===== config.mk =====
export PLATFORM = sky130hd
export DESIGN_NAME = gpio_in_capture
export DESIGN_NICKNAME = d
export VERILOG_FILES = /design/src/rtl/gpio_in_pkg.sv /design/src/rtl/gpio_in_bit.sv /design/src/rtl/gpio_in_capture.sv
export SDC_FILE = /design/constraint.sdc
export NUM_CORES = 1
export LEC_CHECK = 0
export BUFFER_PORTS_ARGS = -buffer_cell sky130_fd_sc_hd__buf_2
export CAP_MARGIN = 25
export CORE_UTILIZATION = 48
export CTS_CLUSTER_DIAMETER = 100
export DETAILED_ROUTE_END_ITERATION = 10
export MAX_ROUTING_LAYER = met4
export PLACE_DENSITY = 0.83
export SLEW_MARGIN = 20
export SYNTH_ARGS = -nofsm -noshare
export SYNTH_HDL_FRONTEND = slang
export SYNTH_SLANG_ARGS = --single-unit

===== constraint.sdc =====
create_clock -name clk -period 2.4 [get_ports clk]
set_clock_uncertainty 0.15 [all_clocks]
set_input_delay 0.48 -clock clk [delete_from_list [all_inputs] [get_ports clk]]
set_output_delay 0.48 -clock clk [all_outputs]
set_load 0.1 [all_outputs]

===== src/rtl/gpio_in_pkg.sv =====
// gpio_in_pkg: shared types and constants for the GPIO input capture block.
//   GPIO_IN_MIN_SYNC : minimum legal synchronizer depth.
//   GPIO_IN_DBNC_W   : default debounce counter / limit width.
//   dbnc_cnt_t       : debounce counter type at the default width.
package gpio_in_pkg;

    localparam int unsigned GPIO_IN_MIN_SYNC = 2;
    localparam int unsigned GPIO_IN_DBNC_W   = 8;

    typedef logic [GPIO_IN_DBNC_W-1:0] dbnc_cnt_t;

endpackage : gpio_in_pkg


===== src/rtl/gpio_in_bit.sv =====
// gpio_in_bit: one GPIO pin's receive path.
// The pin is synchronized, optionally debounced into a stable level, then
// edge-detected into a set-dominant sticky status bit.
// Optional feature macro: GPIO_IN_DEBOUNCE_EN (per-pin debounce counter).
// Ports:
//   clk, rst_n  : clock, asynchronous active-low reset
//   pin         : asynchronous pin level
//   dbnc_limit  : debounce limit, 0 treated as 1 (only with GPIO_IN_DEBOUNCE_EN)
//   rise_en     : capture rising edges
//   fall_en     : capture falling edges
//   status_clr  : one-cycle clear of the sticky status
//   value       : debounced stable level
//   status      : sticky edge-captured flag
module gpio_in_bit
    import gpio_in_pkg::*;
#(
    parameter int unsigned SYNC_STAGES = GPIO_IN_MIN_SYNC,
    parameter int unsigned DBNC_W      = $bits(dbnc_cnt_t)
) (
    input  logic              clk,
    input  logic              rst_n,
    input  logic              pin,
`ifdef GPIO_IN_DEBOUNCE_EN
    input  logic [DBNC_W-1:0] dbnc_limit,
`endif
    input  logic              rise_en,
    input  logic              fall_en,
    input  logic              status_clr,
    output logic              value,
    output logic              status
);

    logic [SYNC_STAGES-1:0] sync_q;
    logic                   sync_lvl;
    logic                   value_d;
    logic                   rise;
    logic                   fall;
    logic                   set_evt;

    always_ff @(posedge clk or negedge rst_n) begin
        if (!rst_n) begin
            sync_q <= '0;
        end else begin
            sync_q <= {sync_q[SYNC_STAGES-2:0], pin};
        end
    end

    assign sync_lvl = sync_q[SYNC_STAGES-1];

`ifdef GPIO_IN_DEBOUNCE_EN
    logic [DBNC_W-1:0] cnt;
    logic [DBNC_W-1:0] lim_m1;

    // A limit of 0 behaves as 1, so the threshold saturates at 0.
    always_comb begin
        lim_m1 = '0;
        if (dbnc_limit != '0) begin
            lim_m1 = dbnc_limit - DBNC_W'(1);
        end
    end

    // Counter only increments while below lim_m1, so it can never wrap;
    // the >= compare lets a lowered limit take effect on the next edge.
    always_ff @(posedge clk or negedge rst_n) begin
        if (!rst_n) begin
            cnt   <= '0;
            value <= 1'b0;
        end else if (sync_lvl == value) begin
            cnt <= '0;
        end else if (cnt >= lim_m1) begin
            value <= sync_lvl;
            cnt   <= '0;
        end else begin
            cnt <= cnt + DBNC_W'(1);
        end
    end
`else
    always_ff @(posedge clk or negedge rst_n) begin
        if (!rst_n) begin
            value <= 1'b0;
        end else begin
            value <= sync_lvl;
        end
    end
`endif

    always_ff @(posedge clk or negedge rst_n) begin
        if (!rst_n) begin
            value_d <= 1'b0;
        end else begin
            value_d <= value;
        end
    end

    assign rise    = value & ~value_d;
    assign fall    = ~value & value_d;
    assign set_evt = (rise & rise_en) | (fall & fall_en);

    // Set wins over a clear arriving in the same cycle.
    always_ff @(posedge clk or negedge rst_n) begin
        if (!rst_n) begin
            status <= 1'b0;
        end else begin
            status <= set_evt | (status & ~status_clr);
        end
    end

endmodule : gpio_in_bit


===== src/rtl/gpio_in_capture.sv =====
// gpio_in_capture: receive-side GPIO input block.
// Synchronizes and (optionally) debounces each pin, captures enabled edges
// into sticky status bits and raises a masked, registered interrupt.
// Optional feature macro: GPIO_IN_DEBOUNCE_EN (enables dbnc_limit and the
// per-pin counters; otherwise gpio_value follows the synchronizer directly).
// Ports:
//   clk, rst_n   : clock, asynchronous active-low reset
//   gpio_pin     : asynchronous pin levels
//   dbnc_limit   : debounce limit in cycles (0 behaves as 1)
//   rise_en      : per-pin rising-edge capture enable
//   fall_en      : per-pin falling-edge capture enable
//   irq_mask     : per-pin interrupt enable
//   status_clr   : per-pin one-cycle status clear
//   gpio_value   : debounced stable levels
//   edge_status  : sticky edge flags
//   irq          : registered interrupt
module gpio_in_capture
    import gpio_in_pkg::*;
#(
    parameter int unsigned WIDTH       = 8,
    parameter int unsigned SYNC_STAGES = 2,
    parameter int unsigned DBNC_W      = $bits(dbnc_cnt_t)
) (
    input  logic              clk,
    input  logic              rst_n,
    input  logic [WIDTH-1:0]  gpio_pin,
    input  logic [DBNC_W-1:0] dbnc_limit,
    input  logic [WIDTH-1:0]  rise_en,
    input  logic [WIDTH-1:0]  fall_en,
    input  logic [WIDTH-1:0]  irq_mask,
    input  logic [WIDTH-1:0]  status_clr,
    output logic [WIDTH-1:0]  gpio_value,
    output logic [WIDTH-1:0]  edge_status,
    output logic              irq
);

    if (SYNC_STAGES < GPIO_IN_MIN_SYNC) begin : g_bad_sync
        $error("gpio_in_capture: SYNC_STAGES must be at least %0d", GPIO_IN_MIN_SYNC);
    end

`ifndef GPIO_IN_DEBOUNCE_EN
    logic unused_dbnc;
    assign unused_dbnc = ^dbnc_limit;
`endif

    for (genvar i = 0; i < WIDTH; i++) begin : g_bit
        gpio_in_bit #(
            .SYNC_STAGES (SYNC_STAGES),
            .DBNC_W      (DBNC_W)
        ) u_bit (
            .clk        (clk),
            .rst_n      (rst_n),
            .pin        (gpio_pin[i]),
`ifdef GPIO_IN_DEBOUNCE_EN
            .dbnc_limit (dbnc_limit),
`endif
            .rise_en    (rise_en[i]),
            .fall_en    (fall_en[i]),
            .status_clr (status_clr[i]),
            .value      (gpio_value[i]),
            .status     (edge_status[i])
        );
    end

    always_ff @(posedge clk or negedge rst_n) begin
        if (!rst_n) begin
            irq <= 1'b0;
        end else begin
            irq <= |(edge_status & irq_mask);
        end
    end

endmodule : gpio_in_capture


=== Word level (Yosys, flattened, before mapping) ===
Cells that the tools add are included.

* Input bits: 50
* Output and inout port bits: 17
* Bits in registers: 41
* Word-level logic and storage cells: 115

* Bitwise operators: 81
* Reduce and logical (&&, ||, !) cells: 1

{| class="wikitable"
|+ Operators with widths
! operator !! count
|-
| $and A1 B1 Y1 || 40
|-
| $not A1 Y1 || 24
|-
| $or A1 B1 Y1 || 16
|-
| $and A8 B8 Y8 || 1
|-
| $reduce_or A8 Y1 || 1
|}

=== Logic depth before layout (Yosys ltp) ===
Gate-level depths: netlist of run 1.

* Depth in word-level cells: 5
* Mapped depth: 2
* Mapped depth without buffers: 2

=== Modules after synthesis ===
Synthesis of run 1 repeated with hierarchy kept, for this count alone.

* Cells, all modules: 78
* Area total of the unflattened synthesis: 1302.5 sq um

{| class="wikitable"
|+ By module, submodules not included
! module !! seq. area each (sq um) !! cells an instance !! times used !! area each (sq um)
|-
| gpio_in_bit || 125.1 || 9 || 8 || 155.1
|-
| gpio_in_capture || 25.0 || 6 || 1 || 61.3
|}

=== Least setup slack after synthesis of run 1 ===
No wires, ideal clock.

* Path kind: register to output
* Start point: reg irq
* End point: out irq
* Buffers on the path: 0
* Data required time: 1.770 ns
* Arrival: 0.883 ns
* Setup slack: 0.887 ns
* Cell stages (with the launch flop): 1
* Cells stage by stage: dfrtp_1

{| class="wikitable"
|+ RTL lines
! what !! line !! RTL
|-
| start: declaration || gpio_in_capture.sv:34 || <nowiki>output logic irq</nowiki>
|-
| start signal: assignment || gpio_in_capture.sv:69 || <nowiki>irq <= |(edge_status & irq_mask);</nowiki>
|}

No word-level cell between the ends.

=== Final worst setup path of run 1 ===
* Start point: reg g_bit[5].u_bit.value
* End point: out gpio_value[5]

{| class="wikitable"
|+ RTL lines
! what !! line !! RTL
|-
| start: declaration || gpio_in_bit.sv:29 || <nowiki>output logic value,</nowiki>
|-
| start signal: assignment || gpio_in_bit.sv:82 || <nowiki>value <= sync_lvl;</nowiki>
|-
| end: declaration || gpio_in_capture.sv:32 || <nowiki>output logic [WIDTH-1:0] gpio_value,</nowiki>
|}

No word-level cell between the ends.

==> results of run 1 <==
routing by layer:
| layer | vias to the layer above | wire length [um] | global-route usage |
|---|---|---|---|
| met3 | 2 | 123 | 0.0820 |
| met2 | 29 | 1110 | 0.272 |
| met1 | 393 | 834 | 0.163 |
| met4 | 0 | 25 | 0.0893 |
| met5 | - | 0 | - |
| li1 | 403 | - | - |
flip-flops by register name, indices dropped and copies added, names as in the netlist:
| signal | cells |
|---|---|
| g_bit.u_bit.sync_q | 16 |
| g_bit.u_bit.status | 8 |
| g_bit.u_bit.value | 8 |
| g_bit.u_bit.value_d | 8 |
| irq | 1 |
kinds of logic after synthesis:
logic type             synth area share
buffers and inverters             0.104
DFF                               0.746
AOI/OAI and AO/OA                0.0710
and+or+nand+nor                  0.0792
Yosys cell counts, drive strengths merged:
cell type and count:
buf 16, nand4 1, nand2b 2, dfrtp 41, inv 6, nand2 8, o211ai 2, o221ai 6
nand3b 8, a22oi 4
cell usage in the layout, fill, tap and decap left out:
cell type / netlist / final
sky130_fd_sc_hd__clkbuf_4: 0 / 5
sky130_fd_sc_hd__nand3b_1: 8 / 8
sky130_fd_sc_hd__a22oi_1: 4 / 4
sky130_fd_sc_hd__nand2_1: 8 / 8
sky130_fd_sc_hd__clkinvlp_4: 0 / 1
sky130_fd_sc_hd__bufinv_16: 0 / 1
sky130_fd_sc_hd__nand2b_1: 2 / 2
sky130_fd_sc_hd__o211ai_1: 2 / 2
sky130_fd_sc_hd__o221ai_1: 6 / 6
sky130_fd_sc_hd__buf_2: 0 / 58
sky130_fd_sc_hd__dfrtp_1: 41 / 41
sky130_fd_sc_hd__nand4_1: 1 / 1
sky130_fd_sc_hd__clkinv_4: 0 / 1
sky130_fd_sc_hd__inv_1: 6 / 6
metrics by stage:
step / setup slack, ps / power [mW] / hold WS (ps) / std cells
floorplan: 887 / 1.01 / 34.4 / 94
global placement: 958 / 1.05 / 182 / 167
detailed placement: 933 / 1.06 / 185 / 167
CTS: 534 / 1.50 / 68.9 / 175
global route: 492 / 1.55 / 53.5 / 175
finish: 563 / 1.48 / 81.9 / 175
power by group through the flow:
| stage | clock network (mW) | registers, mW | logic (mW) |
|---|---|---|---|
| 2_1_floorplan | 0 | 0.785 | 0.227 |
| 3_3_place_gp | 0 | 0.770 | 0.284 |
| 3_5_place_dp | 0 | 0.775 | 0.286 |
| 4_1_cts | 0.454 | 0.761 | 0.286 |
| 5_1_grt | 0.486 | 0.766 | 0.298 |
| 6_report | 0.439 | 0.760 | 0.283 |
layout make-up:
| type | count | share of cell area |
|---|---|---|
| sequential | 41 | 0.615 |
| tap | 31 | 0.0233 |
| timing repair buffer | 58 | 0.174 |
| clock buffer | 5 | 0.0225 |
| inverter | 6 | 0.0135 |
| multi-input combinational | 31 | 0.124 |
| clock inverter | 3 | 0.0278 |
path summary, 6_finish.rpt:
kind | from | to | cells after the start
setup / recovery | g_bit[5].u_bit.value$_DFF_PN0_ | gpio_value[5] | 1
hold / removal | rst_n | g_bit[3].u_bit.sync_q[1]$_DFF_PN0_ | 1
setup reg to reg | g_bit[2].u_bit.status$_DFF_PN0_ | irq$_DFF_PN0_ | 2
hold reg to reg | g_bit[7].u_bit.sync_q[1]$_DFF_PN0_ | g_bit[7].u_bit.value$_DFF_PN0_ | 0
max in group asynchronous | rst_n | g_bit[1].u_bit.status$_DFF_PN0_ | 1
min in group clk | gpio_pin[7] | g_bit[7].u_bit.sync_q[0]$_DFF_PN0_ | 1
==> impl_summary.txt, run 1 <==
----------------------------------------------------
[Status]
  Status ... finished, final reports clean

[Synth]
  Net count of the mapped netlist ... 144
  Part of the Yosys area used for sequential elements ... 0.746
  Post-synthesis average cell area ... 14.6 um^2
  Warning count from the yosys run ... 0
  Cell count after synthesis ... 94
  Count of cell types in the netlist ... 10
  Synth Register Bits ... 41
  Synth Cell Area ... 1380 um^2
  Cell taking the most area after synthesis ... sky130_fd_sc_hd__dfrtp_1
  Synth top area cells ... sky130_fd_sc_hd__dfrtp_1 (75%), sky130_fd_sc_hd__buf_4 (8.7%), sky130_fd_sc_hd__nand3b_1 (4.4%), sky130_fd_sc_hd__o221ai_1 (3.8%), sky130_fd_sc_hd__a22oi_1 (2.2%)
  Area share of the leading cell type in the synthesized netlist ... 0.746

[Flow run]
  Total of max-cap violations ... 0

[Clock network]
  Total clock buffers created by CTS ... 5
  H-tree depth ... 2
  Clock latency reported for the late side of the worst-skew pair ... 330 ps
  Buffer type at the clock tree root ... sky130_fd_sc_hd__clkbuf_4
  CTS tree ... built
  Sinks on Clock Net ... 41
  CTS resizes ... 0
  Hold-fix buffers at CTS ... 0
  Number of buffers on the longest clock path ... 2
  Clock slew at reported path FFs ... 120 ps
  Setup bufs post-CTS ... 0

[Cells and area]
  Total area of sequential cells ... 1030 um^2
  Core utilization of the finished layout ... 0.610
  Synth-to-layout area growth ... 21.3%
  Layout Nets ... 193
  Fillcell total ... 218
  Fin area ... 1670 um^2
  Number of antenna diodes ... 0
  Area of the multi-input gates ... 206 um^2
  Share of layout cells above drive strength 1 ... 0.458

[Timing]
  Final critical path time including I/O delays and setup ... 1840 ps
  Part of the cycle the worst path needs ... 0.765
  Final hold violation count ... 0
  Post-route setup TNS ... 0 ps
  Worst max-slew margin expressed relative to the limit ... 0.441
  Achievable Freq ... 544 MHz
  Least-Margin Pin Slew ... 838 ps
  Final setup violation count ... 0
  Final-report max-slew violation count ... 0
  Setup repair after global routing missed its margin ... false

[GRT]
  Overflow after GRT ... 0
  Pin count of the biggest net entering global routing ... 42
  Wire length of the first global-routing pass ... 3590 um
  Antenna violations before repair ... 0
  Vias in the first global route ... 871
  Total global routing track utilization ... 0.167

[Worst setup path]
  CP arrival ... 1210 ps
  Setup slack of the worst register-to-register path ... 1390 ps
  Cells traversed along the worst timing path ... buf_2
  Critical Path Source Type ... flop
  Largest stage delay, worst path ... 450 ps
  Buffers plus inverters on the worst setup path ... 1
  Critical path's top delay family ... buffers and inverters
  Worst-path cell with the longest stage delay ... sky130_fd_sc_hd__buf_2
  Largest driver fanout on the critical path ... 4
  Worst setup path class ... flop to output pin
  Data required, critical path ... 1770 ps
  Crit. End Element ... output pin

[Die]
  Number of primary I/O pins ... 67
  Starting utilization of the core area ... 0.503
  Area of the die ... 3080 um^2
  Std-Cell Rows ... 19
  Vertical die dimension ... 55.5 um
  DIE WIDTH ... 55.5 um
  CORE AREA ... 2730 um^2

[Power and ir drop]
  Cell-internal power ... 1.01 mW
  Leakage power ... 0.835 nW
  Sw Ratio ... 0.316
  Worst ir drop on vdd ... 722 uV
  Part of the total power dissipated in the clock network ... 0.296
  Total power per unit cell area ... 888 nW/um^2
  Seq pwr share ... 0.513
  Net switching power ... 0.468 mW
  Portion of total power attributed to combinational logic ... 0.191

[Place]
  Quantity of I/O buffers inserted on ports ... 58
  RD Place Congestion ... 0.672
  Total cell area at the placement stage ... 1580 um^2

[Min path]
  Min-Delay Path Class ... input port to asynchronous set/reset pin

[Detailed routing]
  Total vias in the final route ... 827
  Router iterations before antenna repair ... 4
  Post-detailed-route via-to-cell ratio ... 4.73
  Initial DRC count ... 9
  Final wirelength ... 2100 um
  Final ANT Viol Nets ... 0
  Wire length per cell ... 12.0 um
  Number of remaining DRC errors ... 0

----------------------------------------------------
(Power assumes the default switching activity.)
==> run 2, diff against run 1 <==
--- a/config.mk
+++ b/config.mk
@@ -7,11 +7,11 @@
 export LEC_CHECK = 0
 export BUFFER_PORTS_ARGS = -buffer_cell sky130_fd_sc_hd__buf_2
 export CAP_MARGIN = 25
-export CORE_UTILIZATION = 48
+export CORE_UTILIZATION = 40
 export CTS_CLUSTER_DIAMETER = 100
 export DETAILED_ROUTE_END_ITERATION = 10
 export MAX_ROUTING_LAYER = met4
-export PLACE_DENSITY = 0.83
+export PLACE_DENSITY = 0.74
 export SLEW_MARGIN = 20
 export SYNTH_ARGS = -nofsm -noshare
 export SYNTH_HDL_FRONTEND = slang
==> constraint.sdc (replaced) <==
create_clock -name clk -period 1.6 [get_ports clk]
set_clock_uncertainty 0.15 [all_clocks]
set_input_delay 0.32 -clock clk [delete_from_list [all_inputs] [get_ports clk]]
set_output_delay 0.32 -clock clk [all_outputs]
set_load 0.1 [all_outputs]
==> impl_summary.txt, run 2 (synthesized netlist as in run 1, its figures left out) <==
----------------------------------------------------
[Worst setup path]
  Cells traversed along the worst timing path ... buf_4
  Worst-path cell with the longest stage delay ... sky130_fd_sc_hd__dfrtp_1
  Largest driver fanout on the critical path ... 4 (unchanged)
  Critical path's top delay family ... flip-flops
  Largest stage delay, worst path ... 410 ps (-40 ps)
  Setup slack of the worst register-to-register path ... 600 ps (-790 ps)
  CP arrival ... 1060 ps (-150 ps)
  Crit. End Element ... output pin
  Data required, critical path ... 1130 ps (-640 ps)
  Critical Path Source Type ... flop
  Worst setup path class ... flop to output pin
  Buffers plus inverters on the worst setup path ... 1 (unchanged)

[Timing]
  Final setup violation count ... 0 (unchanged)
  Worst max-slew margin expressed relative to the limit ... 0.800 (+0.359)
  Final-report max-slew violation count ... 0 (unchanged)
  Setup repair after global routing missed its margin ... false
  Least-Margin Pin Slew ... 301 ps (-537 ps)
  Final critical path time including I/O delays and setup ... 1530 ps
  Post-route setup TNS ... 0 ps (unchanged)
  Achievable Freq ... 653 MHz
  Final hold violation count ... 0 (unchanged)
  Part of the cycle the worst path needs ... 0.958
  Post-Route Hold Slack ... 38.8 ps (-43.2 ps)

[Die]
  Number of primary I/O pins ... 67 (unchanged)
  Vertical die dimension ... 60.6 um (+9.2%)
  Area of the die ... 3680 um^2 (+19%)
  DIE WIDTH ... 60.6 um (+9.2%)
  Std-Cell Rows ... 20 (+1)
  CORE AREA ... 3150 um^2 (+15%)
  Starting utilization of the core area ... 0.436 (-0.0669)

[Place]
  Total cell area at the placement stage ... 1670 um^2 (+5.1%)
  Cell count after placement ... 181 (+8.4%)
  DP Wirelength ... 1630 um
  Quantity of I/O buffers inserted on ports ... 58 (unchanged)
  RD Place Congestion ... 0.694 (+3.3%)

[Power and ir drop]
  Seq pwr share ... 0.542 (+0.029)
  Net switching power ... 0.702 mW (+50%)
  Worst ir drop on vdd ... 638 uV (-12%)
  Part of the total power dissipated in the clock network ... 0.228 (-0.068)
  Leakage power ... 0.898 nW (+7.5%)
  Total power per unit cell area ... 1150 nW/um^2 (+29%)
  Cell-internal power ... 1.41 mW (+39%)
  Portion of total power attributed to combinational logic ... 0.230 (+0.039)
  Sw Ratio ... 0.332 (+0.0161)

[Flow run]
  Total of max-cap violations ... 0 (unchanged)

[Detailed routing]
  Wire length per cell ... 11.7 um (-2.5%)
  Total vias in the final route ... 869 (+5.1%)
  Initial DRC count ... 1 (-8)
  Final ANT Viol Nets ... 0 (unchanged)
  Final wirelength ... 2310 um (+10%)
  Router iterations before antenna repair ... 4 (unchanged)
  Number of remaining DRC errors ... 0 (unchanged)
  Post-detailed-route via-to-cell ratio ... 4.39 (-7.1%)

[GRT]
  Pin count of the biggest net entering global routing ... 42 (unchanged)
  Wire length of the first global-routing pass ... 3700 um (+2.9%)
  Vias in the first global route ... 914 (+4.9%)
  Total global routing track utilization ... 0.151 (-0.0161)
  Met1 track demand over resource ... 0.149 (-0.0138)
  Antenna violations before repair ... 0 (unchanged)
  Overflow after GRT ... 0 (unchanged)
  Global-route met3 utilization ... 0.0384 (-0.0436)
  Busiest grt layer ... met2
  Routing usage on met2 ... 0.267 (-0.00507)

[Status]
  Status ... finished, final reports clean

[Clock network]
  Sinks on Clock Net ... 41 (unchanged)
  Setup bufs post-CTS ... 0 (unchanged)
  H-tree depth ... 2 (unchanged)
  CTS tree ... built
  Buffer type at the clock tree root ... sky130_fd_sc_hd__clkbuf_4
  Clock slew at reported path FFs ... 120 ps (about the same)
  Clock latency reported for the late side of the worst-skew pair ... 340 ps (about the same)
  Total clock buffers created by CTS ... 5 (unchanged)
  Number of buffers on the longest clock path ... 2 (unchanged)

[Cells and area]
  Final instance count without filler cells ... 198 (+13%)
  Area of the multi-input gates ... 206 um^2 (unchanged)
  Synth-to-layout area growth ... 34.2%
  Share of layout cells above drive strength 1 ... 0.435 (-0.0233)
  Largest reg by FF count ... g_bit.u_bit.sync_q
  Commonest cells after routing, fill and taps aside ... sky130_fd_sc_hd__dfrtp_1 (41), sky130_fd_sc_hd__buf_2 (41), sky130_fd_sc_hd__buf_4 (13)
  Total area of sequential cells ... 1030 um^2 (unchanged)
  Flip-flop count of the largest register after layout ... 16 (unchanged)
  Fillcell total ... 262 (+20%)
  Number of antenna diodes ... 0 (unchanged)
  Layout Nets ... 203 (+5.2%)
  Fin area ... 1850 um^2 (+11%)

[Min path]
  Min-Delay Path Class ... input port to flop

----------------------------------------------------
==> run 2: cell types whose count changed in the layout (fill, tap and decap cells not counted) <==
cell                            change
sky130_fd_sc_hd__buf_2             -17
sky130_fd_sc_hd__buf_4             +13
sky130_fd_sc_hd__dlygate4sd3_1      +9
sky130_fd_sc_hd__buf_12             +4
sky130_fd_sc_hd__clkinv_2           +2
sky130_fd_sc_hd__bufinv_16          -1
sky130_fd_sc_hd__clkbuf_4           +1
sky130_fd_sc_hd__clkinv_4           -1
==> run 2: path summary, 6_finish.rpt <==
kind                                               startpoint                            endpoint  cells past startpoint
setup / recovery               g_bit[5].u_bit.value$_DFF_PN0_                       gpio_value[5]                      1
min in group asynchronous                               rst_n    g_bit[3].u_bit.value_d$_DFF_PN0_                      3
setup reg to reg              g_bit[5].u_bit.status$_DFF_PN0_                       irq$_DFF_PN0_                      2
hold reg to reg            g_bit[0].u_bit.sync_q[1]$_DFF_PN0_      g_bit[0].u_bit.value$_DFF_PN0_                      0
hold / removal                                  status_clr[4]     g_bit[4].u_bit.status$_DFF_PN0_                      2
max in group asynchronous                               rst_n  g_bit[4].u_bit.sync_q[0]$_DFF_PN0_                      3
==> run 2: power groups by stage <==
stage,clock [mW],combinational [mW],sequential (mW)
finish,0.482,0.487,1.15
global route,0.552,0.510,1.16
CTS,0.520,0.490,1.15
detailed placement,0,0.457,1.17
global placement,0,0.454,1.16
floorplan,0,0.341,1.18
==> run 2: what timing repair did <==
action | 4_1_cts | 5_1_grt
hold buffers | 9 | 0
resized for setup | 13 | 1
hold endpoints to repair | 49 | 0
cloned | 0 | 0
setup endpoints to repair | 13 | 1
==> run 2: cell type report <==
| type | count | area share |
|---|---|---|
| Clock inverter | 3 | 0.00949 |
| Multi-Input combinational cell | 31 | 0.112 |
| Sequential cell | 41 | 0.556 |
| Clock buffer | 5 | 0.0203 |
| Inverter | 6 | 0.0122 |
| Timing Repair Buffer | 68 | 0.260 |
| Tap cell | 44 | 0.0298 |
==> run 2: routing by layer <==
metal	part of all wire	up-vias
met3	0.048	6
li1	-	421
met4	0.018	0
met2	0.54	32
met5	0	-
met1	0.40	410
==> run 2: stage by stage <==
step | setup WS, ps | power, mW | util
after floorplan | 247 | 1.52 | -
after global placement | 330 | 1.61 | 0.528
after detailed placement | 317 | 1.62 | 0.528
after CTS | 16.9 | 2.16 | 0.585
after global routing | 7.36 | 2.22 | 0.585
final | 67.5 | 2.12 | 0.585
